## config.mk

```make
export PLATFORM = sky130hd
export DESIGN_NAME = alu_issuer
export DESIGN_NICKNAME = d
export VERILOG_FILES = /design/src/rtl/alu_pkg.sv /design/src/rtl/alu_cmd_fifo.sv /design/src/rtl/alu_issuer.sv
export SDC_FILE = /design/constraint.sdc
export NUM_CORES = 1
export LEC_CHECK = 0
export ABC_CLOCK_PERIOD_IN_PS = 4800
export BUFFER_PORTS_ARGS = -buffer_cell sky130_fd_sc_hd__buf_2
export CORE_AREA = 10 10 82 84
export CTS_CLUSTER_DIAMETER = 80
export DETAILED_ROUTE_END_ITERATION = 10
export DIE_AREA = 0 0 92 94
export GPL_TIMING_DRIVEN = 0
export PLACE_DENSITY_LB_ADDON = 0.3
export SLEW_MARGIN = 5
export SYNTH_ARGS = -nofsm -noshare
export SYNTH_HDL_FRONTEND = slang
export SYNTH_SLANG_ARGS = --single-unit
```

## constraint.sdc

```tcl
create_clock -name clk -period 4.8 [get_ports clk]
set_input_delay 0.96 -clock clk [delete_from_list [all_inputs] [get_ports clk]]
set_output_delay 0.96 -clock clk [all_outputs]
set_load 0.02 [all_outputs]
```

## src/rtl/alu_pkg.sv

```systemverilog
// Shared types for the ALU issuer: operand width, opcodes, FSM states and command layout.
package alu_pkg;
  localparam int W = 4;

  localparam logic OP_ADD = 1'b0;
  localparam logic OP_SUB = 1'b1;

  typedef enum logic [1:0] {IDLE, ISSUE, CAPTURE, RESP} state_e;

  typedef struct packed {
    logic         op;
    logic [W-1:0] a;
    logic [W-1:0] b;
  } cmd_t;
endpackage

```

## src/rtl/alu_cmd_fifo.sv

```systemverilog
// Synchronous command FIFO; pointers carry an extra wrap bit to tell full from empty.
module alu_cmd_fifo #(
  parameter int DEPTH = 4,
  parameter int DW    = 9
) (
  input  logic          clk,
  input  logic          reset,
  input  logic          push,
  input  logic [DW-1:0] wdata,
  input  logic          pop,
  output logic [DW-1:0] rdata,
  output logic          full,
  output logic          empty
);
  localparam int AW = $clog2(DEPTH);

  logic [AW:0]   wr_ptr_q, wr_ptr_d;
  logic [AW:0]   rd_ptr_q, rd_ptr_d;
  logic [DW-1:0] mem_q [DEPTH];
  logic          do_push, do_pop;

  assign empty   = (wr_ptr_q == rd_ptr_q);
  assign full    = (wr_ptr_q[AW] != rd_ptr_q[AW]) && (wr_ptr_q[AW-1:0] == rd_ptr_q[AW-1:0]);
  assign do_push = push && !full;
  assign do_pop  = pop && !empty;
  assign rdata   = mem_q[rd_ptr_q[AW-1:0]];

  always_comb begin
    wr_ptr_d = wr_ptr_q;
    rd_ptr_d = rd_ptr_q;
    if (do_push) wr_ptr_d = wr_ptr_q + 1'b1;
    if (do_pop)  rd_ptr_d = rd_ptr_q + 1'b1;
  end

  always_ff @(posedge clk) begin
    if (reset) begin
      wr_ptr_q <= '0;
      rd_ptr_q <= '0;
    end else begin
      wr_ptr_q <= wr_ptr_d;
      rd_ptr_q <= rd_ptr_d;
    end
  end

  // Storage needs no reset: entries are only read once the pointers say they are valid.
  always_ff @(posedge clk) begin
    if (do_push) mem_q[wr_ptr_q[AW-1:0]] <= wdata;
  end
endmodule

```

## src/rtl/alu_issuer.sv

```systemverilog
// Queues add/sub commands, drives the ALU one op at a time, returns its registered
// result and flags any disagreement with the built-in golden model.
module alu_issuer #(
  parameter int W     = 4,
  parameter int DEPTH = 4
) (
  input  logic         clk,
  input  logic         reset,
  input  logic         cmd_valid,
  output logic         cmd_ready,
  input  logic         cmd_op,
  input  logic [W-1:0] cmd_a,
  input  logic [W-1:0] cmd_b,
  output logic         alu_instruction,
  output logic [W-1:0] alu_inputA,
  output logic [W-1:0] alu_inputB,
  input  logic [W-1:0] alu_result,
  output logic         rsp_valid,
  input  logic         rsp_ready,
  output logic [W-1:0] rsp_data,
  output logic         rsp_mismatch,
  output logic [7:0]   err_count
);
  import alu_pkg::*;

  localparam int CW = 1 + 2*W;

  state_e       state_q, state_d;
  logic         instr_q, instr_d;
  logic [W-1:0] in_a_q, in_a_d;
  logic [W-1:0] in_b_q, in_b_d;
  logic         rsp_valid_q, rsp_valid_d;
  logic [W-1:0] rsp_data_q, rsp_data_d;
  logic         mism_q, mism_d;
  logic [7:0]   err_q, err_d;

  logic          fifo_full, fifo_empty, fifo_pop, fifo_push;
  logic [CW-1:0] fifo_head;
  logic          head_op;
  logic [W-1:0]  head_a, head_b, golden;

  assign cmd_ready = !fifo_full && !reset;
  assign fifo_push = cmd_valid && cmd_ready;

  alu_cmd_fifo #(.DEPTH(DEPTH), .DW(CW)) u_fifo (
    .clk   (clk),
    .reset (reset),
    .push  (fifo_push),
    .wdata ({cmd_op, cmd_a, cmd_b}),
    .pop   (fifo_pop),
    .rdata (fifo_head),
    .full  (fifo_full),
    .empty (fifo_empty)
  );

  assign head_op = fifo_head[2*W];
  assign head_a  = fifo_head[2*W-1:W];
  assign head_b  = fifo_head[W-1:0];

  // The alu_* registers still hold the in-flight command during CAPTURE.
  assign golden = (instr_q == OP_SUB) ? (in_a_q - in_b_q) : (in_a_q + in_b_q);

  always_comb begin
    state_d     = state_q;
    instr_d     = instr_q;
    in_a_d      = in_a_q;
    in_b_d      = in_b_q;
    rsp_valid_d = rsp_valid_q;
    rsp_data_d  = rsp_data_q;
    mism_d      = mism_q;
    err_d       = err_q;
    fifo_pop    = 1'b0;
    case (state_q)
      IDLE: begin
        if (!fifo_empty) begin
          fifo_pop = 1'b1;
          instr_d  = head_op;
          in_a_d   = head_a;
          in_b_d   = head_b;
          state_d  = ISSUE;
        end
      end
      ISSUE: state_d = CAPTURE;
      CAPTURE: begin
        rsp_valid_d = 1'b1;
        rsp_data_d  = alu_result;
        mism_d      = (alu_result != golden);
        if ((alu_result != golden) && (err_q != 8'hFF)) err_d = err_q + 8'd1;
        state_d = RESP;
      end
      RESP: begin
        if (rsp_ready) begin
          rsp_valid_d = 1'b0;
          if (!fifo_empty) begin
            fifo_pop = 1'b1;
            instr_d  = head_op;
            in_a_d   = head_a;
            in_b_d   = head_b;
            state_d  = ISSUE;
          end else begin
            state_d = IDLE;
          end
        end
      end
      default: state_d = IDLE;
    endcase
  end

  always_ff @(posedge clk) begin
    if (reset) begin
      state_q     <= IDLE;
      instr_q     <= 1'b0;
      in_a_q      <= '0;
      in_b_q      <= '0;
      rsp_valid_q <= 1'b0;
      rsp_data_q  <= '0;
      mism_q      <= 1'b0;
      err_q       <= '0;
    end else begin
      state_q     <= state_d;
      instr_q     <= instr_d;
      in_a_q      <= in_a_d;
      in_b_q      <= in_b_d;
      rsp_valid_q <= rsp_valid_d;
      rsp_data_q  <= rsp_data_d;
      mism_q      <= mism_d;
      err_q       <= err_d;
    end
  end

  assign alu_instruction = instr_q;
  assign alu_inputA      = in_a_q;
  assign alu_inputB      = in_b_q;
  assign rsp_valid       = rsp_valid_q;
  assign rsp_data        = rsp_data_q;
  assign rsp_mismatch    = mism_q;
  assign err_count       = err_q;
endmodule

```

==> metrics, run 1 <==
outcome completed; Ant. Diodes 0; Die X roughly 90 um; CP required a little over 5 ns; Mean Syn Cell Area 13.03 um^2; Mapped Nets roughly 270; CTS tree done; Final ANT Viol Nets 0; GRT overflow 0; Finished Layout Cells roughly 360; drc violations 0; Root Buffer clkbuf_8; worst hold path type reg -> reg; Fillers roughly 380; Reg power frac 0.400; Multi-input gate area ~1200 um^2; vias around 1.9k; htree depth 3; most common cell after layout, fill and taps aside buf_2; setup violators final 0; worst rel slew slack 0.4964; Post CTS Setup Buffer Count 0; clock latency at the later pin of the worst-skew pair about 0.33 ns; RSZ-0062 raised after global routing no; YS warnings 0; hpwl dp ~4000 um; synthesis-to-finish area growth 15.82%; Worst-Margin Slew approximately 0.76 ns; die area approximately 8600 um^2; Die Span Y 94 um; CTS Sinks slightly below 70; IO buf count 39; ys async rst share 0; Core ar. ~5000 um^2; Crit path arrival time between 3 and 4 ns; placed instance count ~340; register area 1742 um^2; Starting Density 0.5984; Netlist Area Pre-Place just over 3000 um^2; Initial DRT Pass Iterations 4; Lkg Pwr approximately 0.0013 uW; Comb power frac 0.353; initial antenna violation count 0; top_reg_cell synth edfxtp_1; DR iter-0 viols 53; Reg clk slew, reported paths 0.08 ns; WS Path Type reg -> reg; via/cell ratio about 5.4; sequential-to-total area share from yosys stat 0.5735; clock group share of total power 0.247; critical path launch point type flop; setup TNS 0 ns; switching power 628.0 uW; commonest cells after routing, fill and taps aside 41 x buf_2, 36 x edfxtp_1, 33 x dfxtp_1, 24 x nor2_1, 16 x mux2i_1; cell-internal power 1236 uW; PD cells 530.1 nW/um^2; synthesized flop and latch total 69; final core occ 0.6930; maximum capacitance violations 0; CTS resizes 0; final period utilization 0.6003; num rows 26; achievable frequency approximately 0.35 GHz; hold buffers post-CTS 0; Sw Ratio 0.3368; wire length of the first global-routing pass 9156 um; I/O pins around 40; Final Max Tran Viols 0; Worst IR Drop VDD approximately 0.00024 V; Final Hold Vio Count 0; cell count after synthesis around 230; clk_skew 0.007964 ns; CP Max Fanout 5; Max clock buf depth 2; total CTS buffers 9; total power between 1500 and 2000 uW; share of layout cells above drive strength 1 0.2535; fin crit period ~2.9 ns; Placer Congestion approximately 0.73; vias in the first global route about 2.0k; number of synthesized flops with an enable pin 36; Total GRT Usage 0.1324; Yosys cell types 43; per-cell routed wire length 15.26 um; largest net degree at the start of global routing 14; crit end category flop; Routed WL roughly 5500 um; nets approximately 320
==> per-stage QoR <==
stage | worst slack [ns] | area, um^2 | hold WS (ns)
2_1_floorplan | 2.007 | 3037 | 0.4981
3_3_place_gp | 1.857 | 3319 | 0.4555
3_5_place_dp | 1.829 | 3319 | 0.4603
4_1_cts | 1.881 | 3517 | 0.4728
5_1_grt | 1.692 | 3517 | 0.5131
6_report | 1.919 | 3517 | 0.4703
==> per-layer routing <==
metal	GRT usage	up-vias	wire length (um)
met4	0.06041	0	81
met3	0.04796	9	325
li1	-	950	-
met5	0	-	0
met1	0.1564	919	2523
met2	0.2118	51	2533
==> cell usage after synthesis, types with 5 or more instances <==
cell type / count / area [um^2]
nor2_1: 24 / 90.09
mux2i_1: 16 / 160.2
dfxtp_1: 33 / 660.6
and3_1: 5 / 31.28
inv_1: 10 / 37.54
edfxtp_1: 36 / 1081
o21ai_0: 5 / 25.02
nand2_1: 9 / 33.78
nor2b_1: 5 / 31.28
mux4_2: 9 / 202.7
ha_1: 14 / 175.2
a21oi_1: 11 / 55.05
xnor2_1: 7 / 61.31
==> final cells by class <==
class	count	area share
Sequential cell	69	0.4952
Multi-Input combinational cell	145	0.3451
Timing Repair Buffer	39	0.05550
Clock buffer	9	0.03522
Tap cell	70	0.02490
Clock inverter	7	0.02099
Buffer	9	0.01245
Inverter	10	0.01067
==> critical path, stage by stage (launching register included) <==
cell and delay (ns):
dfxtp_1 0.41, inv_1 0.06, ha_1 0.28, mux2i_1 0.24, fa_1 0.49, xnor2_1 0.16
and3_1 0.17, o2111ai_1 0.11, nand3_2 0.13, nor4b_1 0.35, mux2_2 0.37
==> power groups by stage <==
| stage | combinational [uW] | sequential, uW | clock (uW) |
|---|---|---|---|
| after global routing | 731 | 758 | 494 |
| final | 657 | 746 | 461 |
| after detailed placement | 660 | 760 | 0 |
| after CTS | 665 | 747 | 469 |
| after global placement | 643 | 757 | 0 |
| after floorplan | 466 | 801 | 0 |
==> registers in the layout, indices dropped and copies added, names as in the netlist, named ones only <==
signal,cells
u_fifo.wr_ptr_q,3
rsp_valid,1
alu_instruction,1
alu_inputB,4
alu_inputA,4
u_fifo.rd_ptr_q,3
u_fifo.mem_q,36
state_q,2
rsp_mismatch,1
err_count,8
rsp_data,4
==> logic make-up (layout without fill, tap and decap cells) <==
logic type	count (synthesis)	in the layout	share of synthesized area
AO/OA/AOI/OAI	26	26	0.05274
adder cells (fa/ha/maj)	15	15	0.06428
multiplexers	27	27	0.1281
buffers and inverters	19	74	0.02678
AND/OR/NAND/NOR	65	65	0.1104
flip-flops	69	69	0.5735
XOR/XNOR	12	12	0.04409
==> worst paths after layout <==
kind / startpoint / slack [ns] / depth (start not counted) / end
worst min register to register: rsp_mismatch / 0.47 / 2 / rsp_mismatch
worst min-delay path: rsp_mismatch / 0.47 / 2 / rsp_mismatch
worst max register to register: alu_inputB[0] / 1.92 / 10 / err_count[4]
worst max-delay path: alu_inputB[0] / 1.92 / 10 / err_count[4]
Power figures use the tool's default switching activity.
==> inputs of run 2 (changes only) <==
--- a/config.mk
+++ b/config.mk
@@ -5,12 +5,12 @@
 export SDC_FILE = /design/constraint.sdc
 export NUM_CORES = 1
 export LEC_CHECK = 0
-export ABC_CLOCK_PERIOD_IN_PS = 4800
+export ABC_CLOCK_PERIOD_IN_PS = 2610
 export BUFFER_PORTS_ARGS = -buffer_cell sky130_fd_sc_hd__buf_2
-export CORE_AREA = 10 10 82 84
+export CORE_AREA = 10 10 89 91
 export CTS_CLUSTER_DIAMETER = 80
 export DETAILED_ROUTE_END_ITERATION = 10
-export DIE_AREA = 0 0 92 94
+export DIE_AREA = 0 0 99 101
 export GPL_TIMING_DRIVEN = 0
 export PLACE_DENSITY_LB_ADDON = 0.3
 export SLEW_MARGIN = 5
==> constraint.sdc (replaced) <==
create_clock -name clk -period 2.61 [get_ports clk]
set_input_delay 0.522 -clock clk [delete_from_list [all_inputs] [get_ports clk]]
set_output_delay 0.522 -clock clk [all_outputs]
set_load 0.02 [all_outputs]
==> metrics, run 2 (same netlist as run 1, synthesis figures left out) <==
outcome completed (unchanged); Crit path arrival time 2.83 ns (was 3.11 ns); num rows 29 (was 26); Routed WL 5542 um (was 5464 um); nets 320 (was 315); IO buf count 39 (unchanged); Fillers 515 (was 379); vias in the first global route 1926 (was 1988); commonest cells after routing, fill and taps aside 41 x buf_2, 36 x edfxtp_1, 30 x dfxtp_1, 24 x nor2_1, 15 x mux2i_1 (was 41 x buf_2, 36 x edfxtp_1, 33 x dfxtp_1, 24 x nor2_1, 16 x mux2i_1); Final Hold Vio Count 0 (unchanged); initial antenna violation count 0 (unchanged); worst hold path type in -> reg (was reg -> reg); crit end category flop (unchanged); WS Path Type reg -> reg (unchanged); cell-internal power 2328 uW (was 1236 uW); Reg clk slew, reported paths 0.08 ns (about the same); share of layout cells above drive strength 1 0.3038 (was 0.2535); Total GRT Usage 0.1168 (was 0.1324); Root Buffer clkbuf_8 (unchanged); Final ANT Viol Nets 0 (unchanged); setup TNS 0 ns (unchanged); fin area 3643 um^2 (was 3517 um^2); Sw Ratio 0.3583 (was 0.3368); via/cell ratio 5.232 (was 5.388); RSZ-0062 raised after global routing yes (was no); Die Span Y 101 um (was 94 um); Placer Congestion 0.7814 (was 0.7327); Worst IR Drop VDD 0.0005409 V (was 0.0002435 V); Initial DRT Pass Iterations 4 (unchanged); Ant. Diodes 0 (unchanged); per-cell routed wire length 14.98 um (was 15.26 um); final period utilization 0.9791 (was 0.6003); worst rel slew slack 0.4870 (was 0.4964); placed cell area 3342 um^2 (was 3319 um^2); CP cell instances inv_2 -> ha_4 -> mux2i_4 -> fa_1 -> xnor2_2 -> and3_4 -> o2111ai_4 -> nand2_1 -> or4_1 -> a21oi_1 (was inv_1 -> ha_1 -> mux2i_1 -> fa_1 -> xnor2_1 -> and3_1 -> o2111ai_1 -> nand3_2 -> nor4b_1 -> mux2_2); critical path's slowest cell or4_1 (was fa_1); worst hold margin 0.3906 ns (was 0.4703 ns); Max clock buf depth 2 (unchanged); GRT overflow 0 (unchanged); achievable frequency 0.3913 GHz (was 0.3471 GHz); hpwl dp 4020 um (was 4006 um); I/O pins 41 (unchanged); CP required 2.88 ns (was 5.03 ns); clock group share of total power 0.227 (was 0.247); wire length of the first global-routing pass 9328 um (was 9156 um); synthesis-to-finish area growth 19.98% (was 15.82%); critical path launch point type flop (unchanged); total CTS buffers 9 (unchanged); htree depth 3 (unchanged); Final Max Tran Viols 0 (unchanged); PD cells 995.7 nW/um^2 (was 530.1 nW/um^2); CTS Sinks 69 (unchanged); hold buffers post-CTS 0 (unchanged); Die X 99 um (was 92 um); CP Max Fanout 4 (was 5); total power 3628 uW (was 1864 uW); largest net degree at the start of global routing 16 (was 14); Reg power frac 0.379 (was 0.400); switching power 1300 uW (was 628.0 uW); Lkg Pwr 0.001395 uW (was 0.001349 uW); die area 9999 um^2 (was 8648 um^2); most common cell after layout, fill and taps aside buf_2 (unchanged); Largest register FFs 36 (unchanged); setup violators final 0 (unchanged); Core ar. 6205 um^2 (was 5075 um^2); clock latency at the later pin of the worst-skew pair 0.35 ns (was 0.33 ns); Worst-Margin Slew 0.7636 ns (was 0.7554 ns); final core occ 0.5872 (was 0.6930); drc violations 0 (unchanged); vias 1936 (was 1929); slowest stage delay, CP 0.51 ns (was 0.49 ns); fin crit period 2.556 ns (was 2.881 ns); Starting Density 0.4894 (was 0.5984); CTS tree done (unchanged); maximum capacitance violations 0 (unchanged); DR iter-0 viols 70 (was 53); Comb power frac 0.394 (was 0.353); clk_skew 0.01206 ns (was 0.007964 ns)
## run 2: stage by stage
step | cells | worst slack (ns)
global placement | 349 | -0.1249
CTS | 369 | 0.01659
detailed placement | 349 | -0.1782
global route | 370 | -0.04425
floorplan | 233 | 0.001475
finish | 370 | 0.05442
## run 2: area by class of cell
cell class                 instances  area (um^2)  area share
clock buffer                       9        123.9     0.03400
tap                               77        96.34     0.02644
sequential                        69         1750      0.4804
multi-input combinational        145         1292      0.3547
buffer                             9        43.79     0.01202
clock inverter                     7        62.56     0.01717
inverter                          10        37.54     0.01030
timing repair buffer              44        236.5     0.06490
## run 2: critical path: cells and delay by family (launching register included)
kind | cells | cell delay (ns)
AO/OA/AOI/OAI | 2 | 0.22
buffers and inverters | 1 | 0.04
AND/OR/NAND/NOR | 3 | 0.85
XOR/XNOR | 1 | 0.16
multiplexers | 1 | 0.16
flip-flops | 1 | 0.36
adder cells (fa/ha/maj) | 2 | 0.71
## run 2: final timing paths
path,startpoint,end,slack (ns),cells after the start
worst max-delay path,alu_inputB[1],err_count[5],0.05,10
worst min-delay path,cmd_a[2],u_fifo.mem_q[0][6],0.39,1
worst max register to register,alu_inputB[1],err_count[5],0.05,10
worst min register to register,rsp_mismatch,rsp_mismatch,0.47,2
## run 2: layer usage
layer	vias up	part of all wire	global-route usage
met5	-	0	0
met4	0	0.014	0.04410
met3	7	0.062	0.04733
met2	35	0.49	0.1889
met1	932	0.44	0.1362
li1	962	-	-
## run 2: timing repair
action	4_1_cts	5_1_grt
endpoints found under the setup margin	7	7
pin swaps	8	4
setup buffers	3	1
gates cloned	1	0
resized for setup	8	8
hold endpoints to repair	0	0
## run 2: power by group through the flow
stage / combinational, uW / sequential [uW] / clock [uW]
after floorplan: 858 / 1480 / 0
after global placement: 1190 / 1400 / 0
after detailed placement: 1210 / 1410 / 0
after CTS: 1350 / 1380 / 844
after global routing: 1590 / 1400 / 893
final: 1430 / 1380 / 824
==> inputs of run 3 (changes only) <==
--- a/config.mk
+++ b/config.mk
@@ -13,6 +13,7 @@
 export DIE_AREA = 0 0 99 101
 export GPL_TIMING_DRIVEN = 0
 export PLACE_DENSITY_LB_ADDON = 0.3
+export RECOVER_POWER = 25
 export SLEW_MARGIN = 5
 export SYNTH_ARGS = -nofsm -noshare
 export SYNTH_HDL_FRONTEND = slang
==> metrics, run 3 (same netlist as run 1, synthesis figures left out) <==
outcome completed (unchanged); placed instance count 349 (unchanged); Root Buffer clkbuf_8 (unchanged); WS Path Type reg -> reg (unchanged); per-cell routed wire length 15.04 um (was 14.98 um); CP Max Fanout 4 (unchanged); via/cell ratio 5.232 (unchanged); wire length of the first global-routing pass 9328 um (unchanged); nets 320 (unchanged); clock latency at the later pin of the worst-skew pair 0.35 ns (about the same); Max clock buf depth 2 (unchanged); Sw Ratio 0.3588 (was 0.3583); Placer Congestion 0.7814 (unchanged); most common cell after layout, fill and taps aside edfxtp_1 (was buf_2); Reg power frac 0.379 (about the same); Worst-Margin Slew 0.7636 ns (unchanged); CP required 2.88 ns (about the same); initial antenna violation count 0 (unchanged); cell-internal power 2326 uW (was 2328 uW); Routed WL 5566 um (was 5542 um); I/O pins 41 (unchanged); Worst IR Drop VDD 0.0005410 V (was 0.0005409 V); Die X 99 um (unchanged); htree depth 3 (unchanged); hpwl dp 4020 um (unchanged); Die Span Y 101 um (unchanged); maximum capacitance violations 0 (unchanged); Fillers 521 (was 515); Final Hold Vio Count 0 (unchanged); Hold Path End u_fifo.mem_q[0][6] (unchanged); Largest register FFs 36 (unchanged); clock group share of total power 0.228 (was 0.227); worst r2r dst err_count[5] (unchanged); largest net degree at the start of global routing 16 (unchanged); fin area 3632 um^2 (was 3643 um^2); final core occ 0.5854 (was 0.5872); Initial DRT Pass Iterations 4 (unchanged); Total GRT Usage 0.1168 (unchanged); FF-to-FF Start alu_inputB[1] (unchanged); PD cells 998.6 nW/um^2 (was 995.7 nW/um^2); DR iter-0 viols 71 (was 70); RSZ-0062 raised after global routing yes (unchanged); Core ar. 6205 um^2 (unchanged); worst hold margin 0.4336 ns (was 0.3906 ns); Comb power frac 0.393 (was 0.394); switching power 1301 uW (was 1300 uW); Starting Density 0.4894 (unchanged); CTS Sinks 69 (unchanged); vias in the first global route 1926 (unchanged); CTS tree done (unchanged); setup violators final 0 (unchanged); GRT overflow 0 (unchanged); HP Start cmd_a[2] (unchanged); Lkg Pwr 0.001371 uW (was 0.001395 uW); FF-to-FF setup slack 0.05 ns (about the same); Crit path arrival time 2.83 ns (about the same); hold path depth 1 (unchanged); Ant. Diodes 0 (unchanged); fin crit period 2.556 ns (about the same); achievable frequency 0.3912 GHz (was 0.3913 GHz); Finished Layout Cells 370 (unchanged); IO buf count 39 (unchanged); clk_skew 0.01204 ns (was 0.01206 ns); num rows 29 (unchanged); vias 1936 (unchanged); share of layout cells above drive strength 1 0.2730 (was 0.3038); Final ANT Viol Nets 0 (unchanged); drc violations 0 (unchanged); worst hold path type in -> reg (unchanged); final period utilization 0.9793 (was 0.9791); synthesis-to-finish area growth 19.61% (was 19.98%); total CTS buffers 9 (unchanged); placed cell area 3342 um^2 (unchanged); crit end category flop (unchanged); Reg clk slew, reported paths 0.08 ns (about the same); worst rel slew slack 0.4870 (unchanged); die area 9999 um^2 (unchanged); commonest cells after routing, fill and taps aside 36 x edfxtp_1, 32 x buf_2, 30 x dfxtp_1, 24 x nor2_1, 15 x mux2i_1 (was 41 x buf_2, 36 x edfxtp_1, 30 x dfxtp_1, 24 x nor2_1, 15 x mux2i_1); critical path launch point type flop (unchanged); Final Max Tran Viols 0 (unchanged); R2R depth 10 (unchanged)
[run 3: how the worst max path moves through the flow]
stage	from	to	slack, ns	cells after the start
after floorplan	alu_inputB[0]	err_count[6]	0.001	11
after global placement	alu_inputB[0]	err_count[6]	-0.12	11
after detailed placement	alu_inputB[0]	err_count[6]	-0.18	11
after CTS	alu_instruction	err_count[4]	0.02	8
after global routing	alu_inputB[1]	err_count[5]	-0.04	10
final	alu_inputB[1]	err_count[5]	0.05	10
[run 3: routing by layer]
metal	part of all wire	GRT usage	routed length [um]	up-vias
met1	0.44	0.1362	2426	933
met5	0	0	0	-
met3	0.064	0.04733	354	7
li1	-	-	-	961
met4	0.014	0.04410	80	0
met2	0.49	0.1889	2705	35
[run 3: cell type report]
class	instances	area, um^2	area share
clock inverters	7	62.56	0.01722
repair buffers	44	225.2	0.06200
well taps	77	96.34	0.02652
flip-flops and latches	69	1750	0.4819
multi-input cells	145	1292	0.3558
inverters	10	37.54	0.01033
clock buffers	9	123.9	0.03410
plain buffers	9	43.79	0.01206
[run 3: worst max-delay path: stages (launching register included)]
cell and delay, ns:
dfxtp_4 0.36, inv_2 0.04, ha_4 0.23, mux2i_4 0.16, fa_1 0.48, xnor2_2 0.16, and3_4 0.19, o2111ai_4 0.08
nand2_1 0.15, or4_1 0.51, a21oi_1 0.14
[run 3: timing repair]
action | CTS | global route
setup endpoints to repair | 7 | 7
buffers inserted | 3 | 1
resized for setup | 8 | 8
pin swaps | 8 | 4
hold buffers | 0 | 0
hold endpoints to repair | 0 | 0
cloned | 1 | 0
[run 3: power by group through the flow]
stage,Combinational (uW),Sequential [uW],Clock [uW]
after floorplan,858,1480,0
after detailed placement,1210,1410,0
final,1430,1380,826
after global placement,1190,1400,0
after global routing,1590,1400,893
after CTS,1350,1380,844
[run 3: through the flow]
step / TNS [ns] / setup WS, ns / total power [uW]
after floorplan: 0 / 0.001475 / 2338
after global placement: -0.5331 / -0.1249 / 2592
after detailed placement: -0.8134 / -0.1782 / 2619
after CTS: 0 / 0.01659 / 3574
after global routing: -0.07268 / -0.04425 / 3878
final: 0 / 0.05408 / 3627
